<file path="config.mk">
export PLATFORM = sky130hd
export DESIGN_NAME = br_predict_unit
export DESIGN_NICKNAME = d
export VERILOG_FILES = /design/src/rtl/br_predict_unit.sv
export SDC_FILE = /design/constraint.sdc
export NUM_CORES = 1
export LEC_CHECK = 0
export CAP_MARGIN = 20
export CORE_MARGIN = 2
export CORE_UTILIZATION = 45
export CTS_CLUSTER_SIZE = 24
export DETAILED_ROUTE_END_ITERATION = 7
export GPL_TIMING_DRIVEN = 0
export PLACE_DENSITY_LB_ADDON = 0.12
export SYNTH_ARGS = -nofsm -noshare
export SYNTH_HDL_FRONTEND = slang
export SYNTH_SLANG_ARGS = --single-unit
</file>
<file path="constraint.sdc">
create_clock -name clk -period 5.63 [get_ports clk]
set_clock_uncertainty 0.1 [all_clocks]
set_input_delay 1.126 -clock clk [delete_from_list [all_inputs] [get_ports clk]]
set_output_delay 1.126 -clock clk [all_outputs]
set_load 0.01 [all_outputs]
</file>
<file path="src/rtl/br_predict_unit.sv">
// Fetch-stage next-PC selector with a 2-bit PHT gating BTB hits, plus an in-order
// prediction queue resolved at WB. Optional counters under `BR_PRED_STATS_EN.
module br_predict_unit #(
  parameter int PHT_LINES = 32,
  parameter int DEPTH     = 8
) (
  input  logic        clk,
  input  logic        reset_n,
  input  logic [15:0] pc_if,
  input  logic        btb_hit,
  input  logic [15:0] branch_address,
  input  logic        fetch_valid,
  input  logic        wb_valid,
  input  logic [15:0] wb_pc,
  input  logic        wb_is_branch,
  input  logic        wb_taken,
  input  logic [15:0] wb_target,
  output logic [15:0] pc_next,
  output logic        pred_taken,
  output logic        q_full,
  output logic        mispredict,
  output logic [15:0] redirect_pc
`ifdef BR_PRED_STATS_EN
  ,
  output logic [15:0] stat_branches,
  output logic [15:0] stat_mispredicts
`endif
);

  localparam int IDX_W = $clog2(PHT_LINES);
  localparam int AW    = $clog2(DEPTH);
  localparam logic [AW:0]   CNT_FULL = (AW+1)'(DEPTH);
  localparam logic [AW:0]   CNT_ONE  = (AW+1)'(1);
  localparam logic [AW-1:0] PTR_ONE  = AW'(1);

  // Saturating 2-bit counter step toward taken / not-taken.
  function automatic logic [1:0] sat_update(input logic [1:0] ctr, input logic taken);
    logic [1:0] res;
    case (ctr)
      2'b00:   res = taken ? 2'b01 : 2'b00;
      2'b01:   res = taken ? 2'b10 : 2'b00;
      2'b10:   res = taken ? 2'b11 : 2'b01;
      2'b11:   res = taken ? 2'b11 : 2'b10;
      default: res = 2'b01;
    endcase
    return res;
  endfunction

  logic [1:0]    pht_r [PHT_LINES];
  logic [15:0]   q_pc_r [DEPTH];
  logic [15:0]   q_next_r [DEPTH];
  logic          q_taken_r [DEPTH];
  logic [AW-1:0] head_r;
  logic [AW-1:0] tail_r;
  logic [AW:0]   count_r;
  logic          mispredict_r;
  logic [15:0]   redirect_pc_r;

  logic [IDX_W-1:0] idx_if_s;
  logic [IDX_W-1:0] idx_wb_s;
  logic             pred_taken_s;
  logic [15:0]      pc_next_s;
  logic             q_full_s;
  logic             pop_s;
  logic             push_s;
  logic [15:0]      actual_next_s;
  logic             mispredict_next_s;
  logic             train_s;
  logic             head_taken_s;
  logic             unused_s;

  // Prediction, queue handshakes and WB resolution.
  always_comb begin
    idx_if_s          = pc_if[IDX_W:1];
    idx_wb_s          = wb_pc[IDX_W:1];
    pred_taken_s      = btb_hit & pht_r[idx_if_s][1];
    pc_next_s         = 16'h0000;
    q_full_s          = (count_r == CNT_FULL);
    pop_s             = wb_valid & (count_r != '0);
    actual_next_s     = wb_pc + 16'd2;
    mispredict_next_s = 1'b0;
    head_taken_s      = q_taken_r[head_r];
    if (mispredict_r) begin
      pc_next_s = redirect_pc_r;
    end else if (pred_taken_s) begin
      pc_next_s = branch_address;
    end else begin
      pc_next_s = pc_if + 16'd2;
    end
    if (wb_is_branch & wb_taken) begin
      actual_next_s = wb_target;
    end else begin
      actual_next_s = wb_pc + 16'd2;
    end
    if (pop_s) begin
      mispredict_next_s = (actual_next_s != q_next_r[head_r]) | (q_pc_r[head_r] != wb_pc);
    end else begin
      mispredict_next_s = 1'b0;
    end
    push_s  = fetch_valid & ~q_full_s & ~mispredict_next_s;
    train_s = pop_s & wb_is_branch;
  end

  assign unused_s = ^{pc_if[15:IDX_W+1], pc_if[0], wb_pc[15:IDX_W+1], wb_pc[0], head_taken_s};

  // Pattern history table: trained by retiring branches only.
  always_ff @(posedge clk or negedge reset_n) begin
    if (!reset_n) begin
      for (int i = 0; i < PHT_LINES; i++) pht_r[i] <= 2'b01;
    end else if (train_s) begin
      pht_r[idx_wb_s] <= sat_update(pht_r[idx_wb_s], wb_taken);
    end
  end

  // Prediction queue storage.
  always_ff @(posedge clk or negedge reset_n) begin
    if (!reset_n) begin
      for (int i = 0; i < DEPTH; i++) begin
        q_pc_r[i]    <= 16'h0000;
        q_next_r[i]  <= 16'h0000;
        q_taken_r[i] <= 1'b0;
      end
    end else if (push_s) begin
      q_pc_r[tail_r]    <= pc_if;
      q_next_r[tail_r]  <= pc_next_s;
      q_taken_r[tail_r] <= pred_taken_s;
    end
  end

  // Queue pointers; a mispredict empties the queue and drops any same-edge push.
  always_ff @(posedge clk or negedge reset_n) begin
    if (!reset_n) begin
      head_r  <= '0;
      tail_r  <= '0;
      count_r <= '0;
    end else if (mispredict_next_s) begin
      head_r  <= '0;
      tail_r  <= '0;
      count_r <= '0;
    end else begin
      if (push_s) tail_r <= tail_r + PTR_ONE;
      if (pop_s)  head_r <= head_r + PTR_ONE;
      case ({push_s, pop_s})
        2'b10:   count_r <= count_r + CNT_ONE;
        2'b01:   count_r <= count_r - CNT_ONE;
        default: count_r <= count_r;
      endcase
    end
  end

  // Registered flush pulse and redirect target.
  always_ff @(posedge clk or negedge reset_n) begin
    if (!reset_n) begin
      mispredict_r  <= 1'b0;
      redirect_pc_r <= 16'h0000;
    end else begin
      mispredict_r <= mispredict_next_s;
      if (mispredict_next_s) redirect_pc_r <= actual_next_s;
    end
  end

  assign pc_next     = pc_next_s;
  assign pred_taken  = pred_taken_s;
  assign q_full      = q_full_s;
  assign mispredict  = mispredict_r;
  assign redirect_pc = redirect_pc_r;

`ifdef BR_PRED_STATS_EN
  function automatic logic [15:0] sat_inc(input logic [15:0] v);
    return (v == 16'hFFFF) ? 16'hFFFF : v + 16'd1;
  endfunction

  logic [15:0] stat_branches_r;
  logic [15:0] stat_mispredicts_r;

  // Saturating branch and mispredict event counters.
  always_ff @(posedge clk or negedge reset_n) begin
    if (!reset_n) begin
      stat_branches_r    <= 16'h0000;
      stat_mispredicts_r <= 16'h0000;
    end else begin
      if (train_s)           stat_branches_r    <= sat_inc(stat_branches_r);
      if (mispredict_next_s) stat_mispredicts_r <= sat_inc(stat_mispredicts_r);
    end
  end

  assign stat_branches    = stat_branches_r;
  assign stat_mispredicts = stat_mispredicts_r;
`endif

endmodule
</file>
==> flow_summary_export.csv, run 1 <==
group,metric,value,unit
logic_synthesis,synth.net_count,1430,
place,place.gp.congestion,0.856,
logic_synthesis,post-synth-top-area-cell,"dfrtp_1",
place,io_buffers,103,
cells_and_area,layout-drive-gt1-share,0.265,
route,antenna_left,0,
route,drtIter0Drc,1008,
cts,cts_tree,"done",
worst_hold_path,hp-class,"flip-flop to flip-flop",
logic_synthesis,synth_edf_count,0,
logic_synthesis,ys_seq_area_frac,0.495,
route,vias,12500,
global_routing,grt_max_degree,120,
global_routing,antenna_found_initial,1,
setup_path,critPathSlowestCell,"clkdlybuf4s50_1",
logic_synthesis,avgSynthCellArea,13.1,um^2
setup_path,cp.required,4.40,ns
setup_path,crit_family,"buffers and inverters",
logic_synthesis,synth_area,17600,um^2
route,firstDrtPassIters,5,
logic_synthesis,yosysWarningCount,0,
route,drc,0,
setup_path,slowest_delay,0.58,ns
run_status,outcome,"complete, no violations",
setup_path,start_kind,"input port",
logic_synthesis,synth.distinct_cells,60,
cells_and_area,final_common_cell,"dfrtp_1",
sta,finalHoldViolations,0,
floorplan,die_h,202,um
power,peakVddDrop,0.000222,V
global_routing,grt_overflow_total,0,
place,dpl.hpwl,39100,um
floorplan,start_util,0.456,
cts,cts_htree_levels,2,
sta,rsz0062_at_grt,"yes",
setup_path,cp.arrival,4.31,ns
cts,cts-buffers-inserted,39,
setup_path,crit_path_cell_trace,"dlygate4sd2_1, buf_8, mux4_2, mux4_2, and2_0, o21ai_2, buf_8, clkbuf_8, o21ai_0, o21ai_2, clkdlybuf4s50_1",
route,wire_per_inst,27.1,um
setup_path,worstPathMaxFanout,10,
floorplan,die_w,202,um
flow_run,cap_violations,0,
logic_synthesis,synth_top_area_frac,0.447,
cts,clk_path_buf_depth,3,
global_routing,grt_pass1_wl,84100,um
sta,period_minus_slack,5.54,ns
cts,root_buffer,"clkbuf_16",
sta,period_share,0.984,
cts,postCtsHoldBufs,0,
sta,slew_headroom,0.368,
logic_synthesis,async_flop_share,1.00,
global_routing,grt_usage,0.279,
logic_synthesis,synth_flop_cell,"dfrtp_1",
cells_and_area,multi_input_area,8440,um^2
power,powerDensity,446,nW/um^2
cells_and_area,nFillCells,3328,
place,dp_cells,1973,
cts,cts.sinks,347,
cts,clk_latency,0.54,ns
cells_and_area,fin_util,0.544,
route,vias_per_cell,6.05,
sta,setup_tns,0,ns
floorplan,ios,106,
cells_and_area,final_cell_mix,"dfrtp_1 (315), nand2_1 (109), mux2_2 (109)",
route,wl,55900,um
cells_and_area,register_area,8720,um^2
floorplan,fp-row-count,72,
setup_path,end_kind,"output port",
cells_and_area,stdcell_count,2063,
sta,setup-violations-final,0,
floorplan,core-area,38600,um^2
cts,clk_pin_slew,0.06,ns
setup_path,critical_path_class,"input port to output port",
logic_synthesis,synthTopCellsByArea,"dfrtp_1 (45%), mux4_2 (9.1%), mux2_2 (7.0%)",
logic_synthesis,ys_ff_latch,347,
sta,max_freq,0.181,GHz
logic_synthesis,synth_cells,1349,
global_routing,first_global_vias,13100,
sta,drv_slew,0,
cells_and_area,area_growth,19.3,%
floorplan,die_area,40800,um^2
power,power,0.00937,W
sta,tightest_slew,0.948,ns
setup_path,cp.buffers_inverters,5,
power,power_leakage,9.31,nW
cells_and_area,final_nets,1598,
## layer usage
metal	vias up	track usage	wire length (um)
met4	0	0.104	2090
met5	-	0	0
met2	469	0.429	25300
met3	101	0.0634	3870
met1	6495	0.389	24600
li1	5412	-	-
## cell type report
cell class / count / share of cell area
Clock buffer: 56 / 0.0553
Sequential cell: 347 / 0.415
Tap cell: 518 / 0.0308
Multi-Input combinational cell: 891 / 0.401
Antenna cell: 1 / 0.000119
Timing Repair Buffer: 128 / 0.0601
Buffer: 99 / 0.0307
Inverter: 11 / 0.00196
Clock inverter: 12 / 0.00523
## cells in the mapped netlist (all sizes together), types with 4 or more instances
library cell  instances
a21oi                10
a221oi                4
a22o                 67
a22oi                18
and2                  9
and3                 16
and4                  4
buf                  64
clkbuf               36
dfrtp               315
dfstp                32
ha                    9
inv                  11
mux2                206
mux2i                63
mux4                 71
nand2               113
nand3                23
nand3b                4
nand4                16
nor2                 26
nor2b                21
nor3                 10
o21ai                46
o2bb2ai              64
xnor2                36
xor2                 15
## flip-flops by register name (all words and copies together) (netlist names)
register     count
tail_r           3
redirect_pc     16
q_next_r       128
head_r           3
count_r          4
q_pc_r         128
pht_r           64
mispredict       1
## power by group
group | internal [W] | total (W) | switching (W)
sequential | 0.00337 | 0.00385 | 0.000483
combinational | 0.00149 | 0.00297 | 0.00148
clock | 0.00152 | 0.00256 | 0.00104
## per-stage QoR
| stage | worst slack [ns] | area (um^2) | hold slack, ns |
|---|---|---|---|
| 3_5_place_dp | -2.46 | 19400 | 0.369 |
| 3_3_place_gp | -11.99 | 19300 | 0.367 |
| 6_report | 0.0923 | 21000 | 0.381 |
| 2_1_floorplan | 0.0675 | 17600 | 0.351 |
| 4_1_cts | 0.00577 | 20900 | 0.386 |
| 5_1_grt | -0.000130 | 21000 | 0.394 |
## kinds of logic after synthesis
kind of cell / share of synthesized area
adder cells (fa/ha/maj): 0.00866
XOR/XNOR: 0.0253
multiplexers: 0.258
AND/OR/NAND/NOR: 0.0776
AO/OA/AOI/OAI: 0.101
flip-flops: 0.495
buffers and inverters: 0.0348
## worst paths after layout
check | end | slack (ns) | cells past startpoint | from
setup / recovery | pc_next[3] | 0.09 | 11 | pc_if[2]
hold / removal | q_pc_r[79] | 0.38 | 1 | q_pc_r[79]
setup reg to reg | count_r[3] | 0.30 | 18 | head_r[0]
hold reg to reg | q_pc_r[79] | 0.38 | 1 | q_pc_r[79]
max in group asynchronous | q_pc_r[4] | 3.78 | 2 | reset_n
min in group asynchronous | q_next_r[56] | 0.51 | 1 | reset_n
## timing repair
action	in CTS	in global routing
buffers inserted	18	4
pin swaps	14	5
endpoints found under the setup margin	300	16
gates resized for setup	67	22
Power figures use the tool's default switching activity.
==> run 2: changes to the inputs <==
Settings changed: CORE_UTILIZATION 45 to 50.
==> run 2 against run 1 <==
The flow now finishes with violations (setup timing). Combinational power hardly changed. Critical endpoint is now count_r[3]. Total power decreased by 0.49%. Largest power group unchanged. Register-to-register slack lost 0.19 ns. Flip-flop and latch count unchanged. Global-route usage up 3.1 points. Cell count is 3.0% lower. Critical path type is now input port to flip-flop. Fmax fell by 2.3%. Core utilization grew 6.0 points. Setup slack got worse by 0.13 ns.
==> flow_summary_export.csv, run 2 (same netlist as run 1, synthesis figures left out) <==
group,metric,value,unit
floorplan,die_area,36800,um^2
floorplan,ios,106,
place,dpl.hpwl,38200,um
cts,cts_htree_levels,2,
setup_path,slowest_delay,0.61,ns
sta,setup-violations-final,1,
power,switchingPower,0.00300,W
sta,finalHoldViolations,0,
setup_path,rrSetupSlack,0.11,ns
global_routing,grt_pass1_wl,83300,um
sta,period_minus_slack,5.67,ns
setup_path,critical_path_class,"input port to flip-flop",
setup_path,crit_path_cell_trace,"clkdlybuf4s50_1, ha_2, nand4_1, or3_1, a31oi_2, xor2_1, o2111ai_1, or4_4, nor3_4, a21oi_1, ha_1, a21o_1, a21o_1, nand2b_1, and3_1, o21ai_0, o211ai_1",
cells_and_area,area_growth,18.6,%
global_routing,antenna_found_initial,0,
cts,clk_pin_slew,0.06,ns
route,drtIter0Drc,1112,
cells_and_area,register_area,8720,um^2
setup_path,cp.buffers_inverters,1,
cells_and_area,num_antenna_cells,0,
cells_and_area,multi_input_area,8430,um^2
run_status,outcome,"complete, but fails checks",
cells_and_area,design_area,20900,um^2
power,intPower,0.00633,W
cts,cts_tree,"done",
place,io_buffers,103,
cts,cts.sinks,347,
setup_path,start_kind,"input port",
power,power_leakage,9.27,nW
setup_path,critPathSlowestCell,"clkdlybuf4s50_1",
power,p_sw_frac,0.321,
setup_path,r2r-end,"count_r[3]",
cts,cts-buffers-inserted,39,
cts,root_buffer,"clkbuf_16",
power,peakVddDrop,0.000276,V
cells_and_area,fin_util,0.604,
run_status,violations,"setup timing",
floorplan,start_util,0.509,
cells_and_area,layout-drive-gt1-share,0.260,
floorplan,die_w,192,um
sta,period_share,1.01,
sta,drv_slew,0,
power,p_comb_frac,0.317,
global_routing,grt_max_degree,118,
setup_path,cp.required,5.93,ns
cts,clk_path_buf_depth,3,
global_routing,grt_overflow_total,0,
setup_path,crit_top_cell,"a21o_1",
setup_path,r2r_cells,17,
setup_path,crit_family,"simple AND/OR/NAND/NOR gates",
cells_and_area,reg_top3,"q_next_r (128), q_pc_r (128), pht_r (64)",
cells_and_area,final_cell_mix,"dfrtp_1 (315), nand2_1 (109), mux2_2 (109)",
floorplan,core-area,34600,um^2
global_routing,first_global_vias,12900,
cts,clk_latency,0.55,ns
setup_path,r2r_start,"head_r[2]",
route,wl,55100,um
worst_hold_path,hp-class,"input port to async pin",
cells_and_area,final_nets,1597,
route,drc,0,
floorplan,fp-row-count,68,
power,p_clk_frac,0.270,
sta,rsz0062_at_grt,"yes",
cells_and_area,final_common_cell,"dfrtp_1",
place,placed_area,19300,um^2
sta,slew_headroom,0.374,
setup_path,end_kind,"flip-flop",
power,power,0.00933,W
setup_path,cp.arrival,5.97,ns
sta,max_freq,0.176,GHz
place,pre_cts_slack,-2.31,ns
route,antenna_left,0,
route,firstDrtPassIters,5,
sta,tightest_slew,0.932,ns
global_routing,grt_usage,0.310,
place,place.gp.congestion,0.887,
flow_run,cap_violations,0,
power,p_seq_frac,0.414,
cells_and_area,nFillCells,2802,
route,wire_per_inst,27.5,um
power,powerDensity,446,nW/um^2
setup_path,worstPathMaxFanout,5,
sta,layout_setup_ws,-0.0369,ns
route,vias,12700,
route,vias_per_cell,6.33,
cts,postCtsHoldBufs,0,
floorplan,die_h,192,um
-- run 2: cell types whose count changed in the layout (fill, tap and decap cells not counted), sizes merged --
cell / change
clkinv: -2
dlymetal6s2s: -1
bufinv: -1
clkdlybuf4s50: +2
dlygate4sd2: -1
clkbuf: +4
buf: +1
diode: -1
-- run 2: how the worst max path moves through the flow --
stage                   from          to  slack [ns]  cells after the start
finish              wb_pc[2]  count_r[3]       -0.04                     17
global route        wb_pc[2]  count_r[3]       -0.11                     17
CTS                 pc_if[1]  pc_next[1]        0.01                     11
detailed placement  pc_if[1]  pc_next[3]       -2.31                     11
global placement     reset_n   pht_r[55]      -11.84                      1
floorplan           wb_pc[1]  count_r[3]        0.07                     17
-- run 2: final cells by class --
class | instances | share of cell area
sequential | 347 | 0.417
clock buffer | 62 | 0.0566
timing repair buffer | 126 | 0.0611
tap | 455 | 0.0272
inverter | 11 | 0.00197
clock inverter | 9 | 0.00335
multi-input combinational | 891 | 0.403
buffer | 100 | 0.0303
-- run 2: worst reg2reg max path: cells and delay by family, from the launching register on --
family / cells / cell delay, ns
buffers and inverters: 4 / 1.97
and+or+nand+nor: 5 / 1.34
AOI/OAI and AO/OA: 5 / 0.86
DFF: 1 / 0.38
adders and majority gates: 1 / 0.34
muxes: 1 / 0.30
xor gates and xnor gates: 1 / 0.11
-- run 2: timing repair --
item	4_1_cts	5_1_grt
endpoints found under the hold margin	0	0
setup buffers	17	1
pin swaps	13	3
endpoints found under the setup margin	300	13
gates cloned	1	0
resized for setup	66	12
-- run 2: power groups by stage --
stage / clock (W) / sequential [W] / combinational, W
final: 0.00252 / 0.00386 / 0.00295
after global routing: 0.00266 / 0.00395 / 0.00317
after CTS: 0.00255 / 0.00384 / 0.00294
after detailed placement: 0 / 0.00387 / 0.00282
after global placement: 0 / 0.00386 / 0.00275
after floorplan: 0 / 0.00374 / 0.00187
-- run 2: layer usage --
| metal | vias to the layer above | global-route usage | wire length, um |
|---|---|---|---|
| met5 | - | 0 | 0 |
| met4 | 0 | 0.0967 | 1660 |
| met3 | 113 | 0.0581 | 4120 |
| met2 | 554 | 0.480 | 25100 |
| met1 | 6587 | 0.445 | 24200 |
| li1 | 5407 | - | - |
-- run 2: per-stage QoR --
step	std cells	hold WS, ns	setup TNS (ns)
final	2001	0.368	-0.0369
after global routing	2001	0.388	-0.116
after CTS	2000	0.369	0
after detailed placement	1911	0.368	-290.45
after global placement	1907	0.366	-4223.87
after floorplan	1349	0.351	0
==> run 3: changes to the inputs <==
Settings changed: CORE_ASPECT_RATIO set to 1.25, CTS_CLUSTER_SIZE 24 to not set.
==> run 3 against run 2 <==
The flow now finishes without violations. Fmax rose by 2.4%. Worst hold slack improved by 0.015 ns. Core utilization decreased by 0.26 points. Combinational power barely moved. Clock power shrank 3%. Final area is 0.48% lower. Critical path depth fell by 5. Largest cell class unchanged. Sequential power hardly changed.
==> flow_summary_export.csv, run 3 (same netlist as run 1, synthesis figures left out) <==
group,metric,value,unit
run_status,outcome,"complete, no violations",
route,wl,54900,um
route,wire_per_inst,27.3,um
sta,drv_slew,0,
route,antenna_left,0,
setup_path,start_kind,"input port",
cells_and_area,final_common_cell,"dfrtp_1",
power,power,0.00924,W
floorplan,core-area,34600,um^2
setup_path,worstPathMaxFanout,10,
floorplan,die_w,172,um
global_routing,grt_pass1_wl,82500,um
cts,cts-buffers-inserted,37,
power,power_leakage,9.25,nW
setup_path,critical_path_class,"input port to output port",
setup_path,end_kind,"output port",
sta,layout_setup_ws,0.0934,ns
cts,postCtsHoldBufs,0,
global_routing,grt_overflow_total,0,
cells_and_area,layout-drive-gt1-share,0.254,
cells_and_area,final_nets,1594,
cts,clk_latency,0.56,ns
floorplan,fp-row-count,76,
cts,cts_htree_levels,2,
setup_path,cp.required,4.40,ns
cts,clk_pin_slew,0.06,ns
sta,setup-violations-final,0,
place,io_buffers,103,
cells_and_area,final_cell_mix,"dfrtp_1 (315), nand2_1 (109), mux2_2 (109)",
power,powerDensity,444,nW/um^2
setup_path,r2r-end,"count_r[3]",
sta,max_freq,0.181,GHz
worst_hold_path,hold_start,"q_pc_r[74]",
floorplan,die_area,36800,um^2
cts,cts_tree,"done",
setup_path,cp.arrival,4.31,ns
route,vias_per_cell,6.20,
cts,cts.sinks,347,
worst_hold_path,worstHoldEndpoint,"q_pc_r[74]",
worst_hold_path,hp-class,"flip-flop to flip-flop",
floorplan,die_h,214,um
place,pre_cts_slack,-2.46,ns
cts,root_buffer,"clkbuf_16",
cells_and_area,nFillCells,2825,
global_routing,grt_usage,0.305,
sta,period_share,0.983,
route,firstDrtPassIters,5,
place,dpl.hpwl,38300,um
setup_path,rrSetupSlack,0.17,ns
route,drtIter0Drc,1111,
flow_run,cap_violations,0,
sta,slew_headroom,0.248,
global_routing,antenna_found_initial,0,
floorplan,ios,106,
setup_path,r2r_cells,17,
global_routing,grt_max_degree,124,
sta,tightest_slew,1.13,ns
floorplan,start_util,0.510,
sta,period_minus_slack,5.54,ns
route,drc,0,
place,place.gp.congestion,0.910,
cts,clk_path_buf_depth,3,
power,peakVddDrop,0.000289,V
setup_path,r2r_start,"head_r[2]",
cells_and_area,reg_top3,"q_next_r (128), q_pc_r (128), pht_r (64)",
global_routing,first_global_vias,13100,
sta,finalHoldViolations,0,
worst_hold_path,hold_depth,1,
route,vias,12500,
cells_and_area,area_growth,18.1,%
-- run 3: changes by cell type in the layout (fill, tap and decap cells not counted), moves of 3 or more --
cell,previous run,this run
clkinv_2,8,4
buf_4,25,28
clkdlybuf4s50_1,96,87
buf_2,29,26
clkbuf_16,41,38
dlygate4sd2_1,3,11
clkbuf_2,1,4
-- run 3: power by group --
part / leakage, nW / total (W) / switching [W] / internal, W
combinational: 4.19 / 0.00294 / 0.00148 / 0.00146
clock: 0.591 / 0.00244 / 0.00102 / 0.00142
sequential: 4.47 / 0.00386 / 0.000495 / 0.00337
total: 9.25 / 0.00924 / 0.00299 / 0.00625
-- run 3: worst max path at each step --
stage | from | slack (ns) | endpoint
after floorplan | wb_pc[1] | 0.07 | count_r[3]
after global placement | reset_n | -11.65 | pht_r[53]
after detailed placement | pc_if[1] | -2.46 | pc_next[4]
after CTS | wb_pc[1] | 0.02 | count_r[3]
after global routing | head_r[2] | -0.006 | count_r[3]
final | pc_if[2] | 0.09 | pc_next[8]
-- run 3: critical path, cell delays in order --
cell             delay, ns
clkdlybuf4s50_1       0.55
clkbuf_8              0.19
mux4_2                0.31
mux4_2                0.49
and2_0                0.20
o21ai_4               0.24
clkbuf_16             0.23
clkbuf_4              0.21
nand2_1               0.10
o21ai_0               0.13
o21ai_2               0.17
dlygate4sd2_1         0.35
-- run 3: timing repair --
item,CTS,global route
pin swaps,12,2
gates resized for setup,65,12
buffers inserted,15,5
endpoints found under the setup margin,300,5
-- run 3: layer usage --
layer,vias to the layer above,routed length [um],track usage
met1,6407,22500,0.412
met3,170,3850,0.0612
met4,0,2960,0.151
li1,5361,-,-
met2,515,25500,0.471
met5,-,0,0
-- run 3: area by class of cell --
class | count | area, um^2 | area share
diodes | 1 | 2.50 | 0.000120
clock inverters | 9 | 121 | 0.00583
well taps | 468 | 586 | 0.0281
clock buffers | 58 | 1080 | 0.0521
multi-input cells | 891 | 8390 | 0.403
flip-flops and latches | 347 | 8720 | 0.419
inverters | 11 | 41.3 | 0.00198
repair buffers | 125 | 1240 | 0.0594
plain buffers | 100 | 643 | 0.0309
-- run 3: per-stage QoR --
step           instances  cell area [um^2]  hold slack [ns]  TNS (ns)  utilization
2_1_floorplan       1349             17600            0.351         0            -
3_3_place_gp        1920             19300            0.367  -4161.43        0.556
3_5_place_dp        1922             19300            0.369   -288.74        0.558
4_1_cts             2004             20800            0.387         0        0.600
5_1_grt             2009             20800            0.397  -0.00725        0.602
6_report            2010             20800            0.384         0        0.602
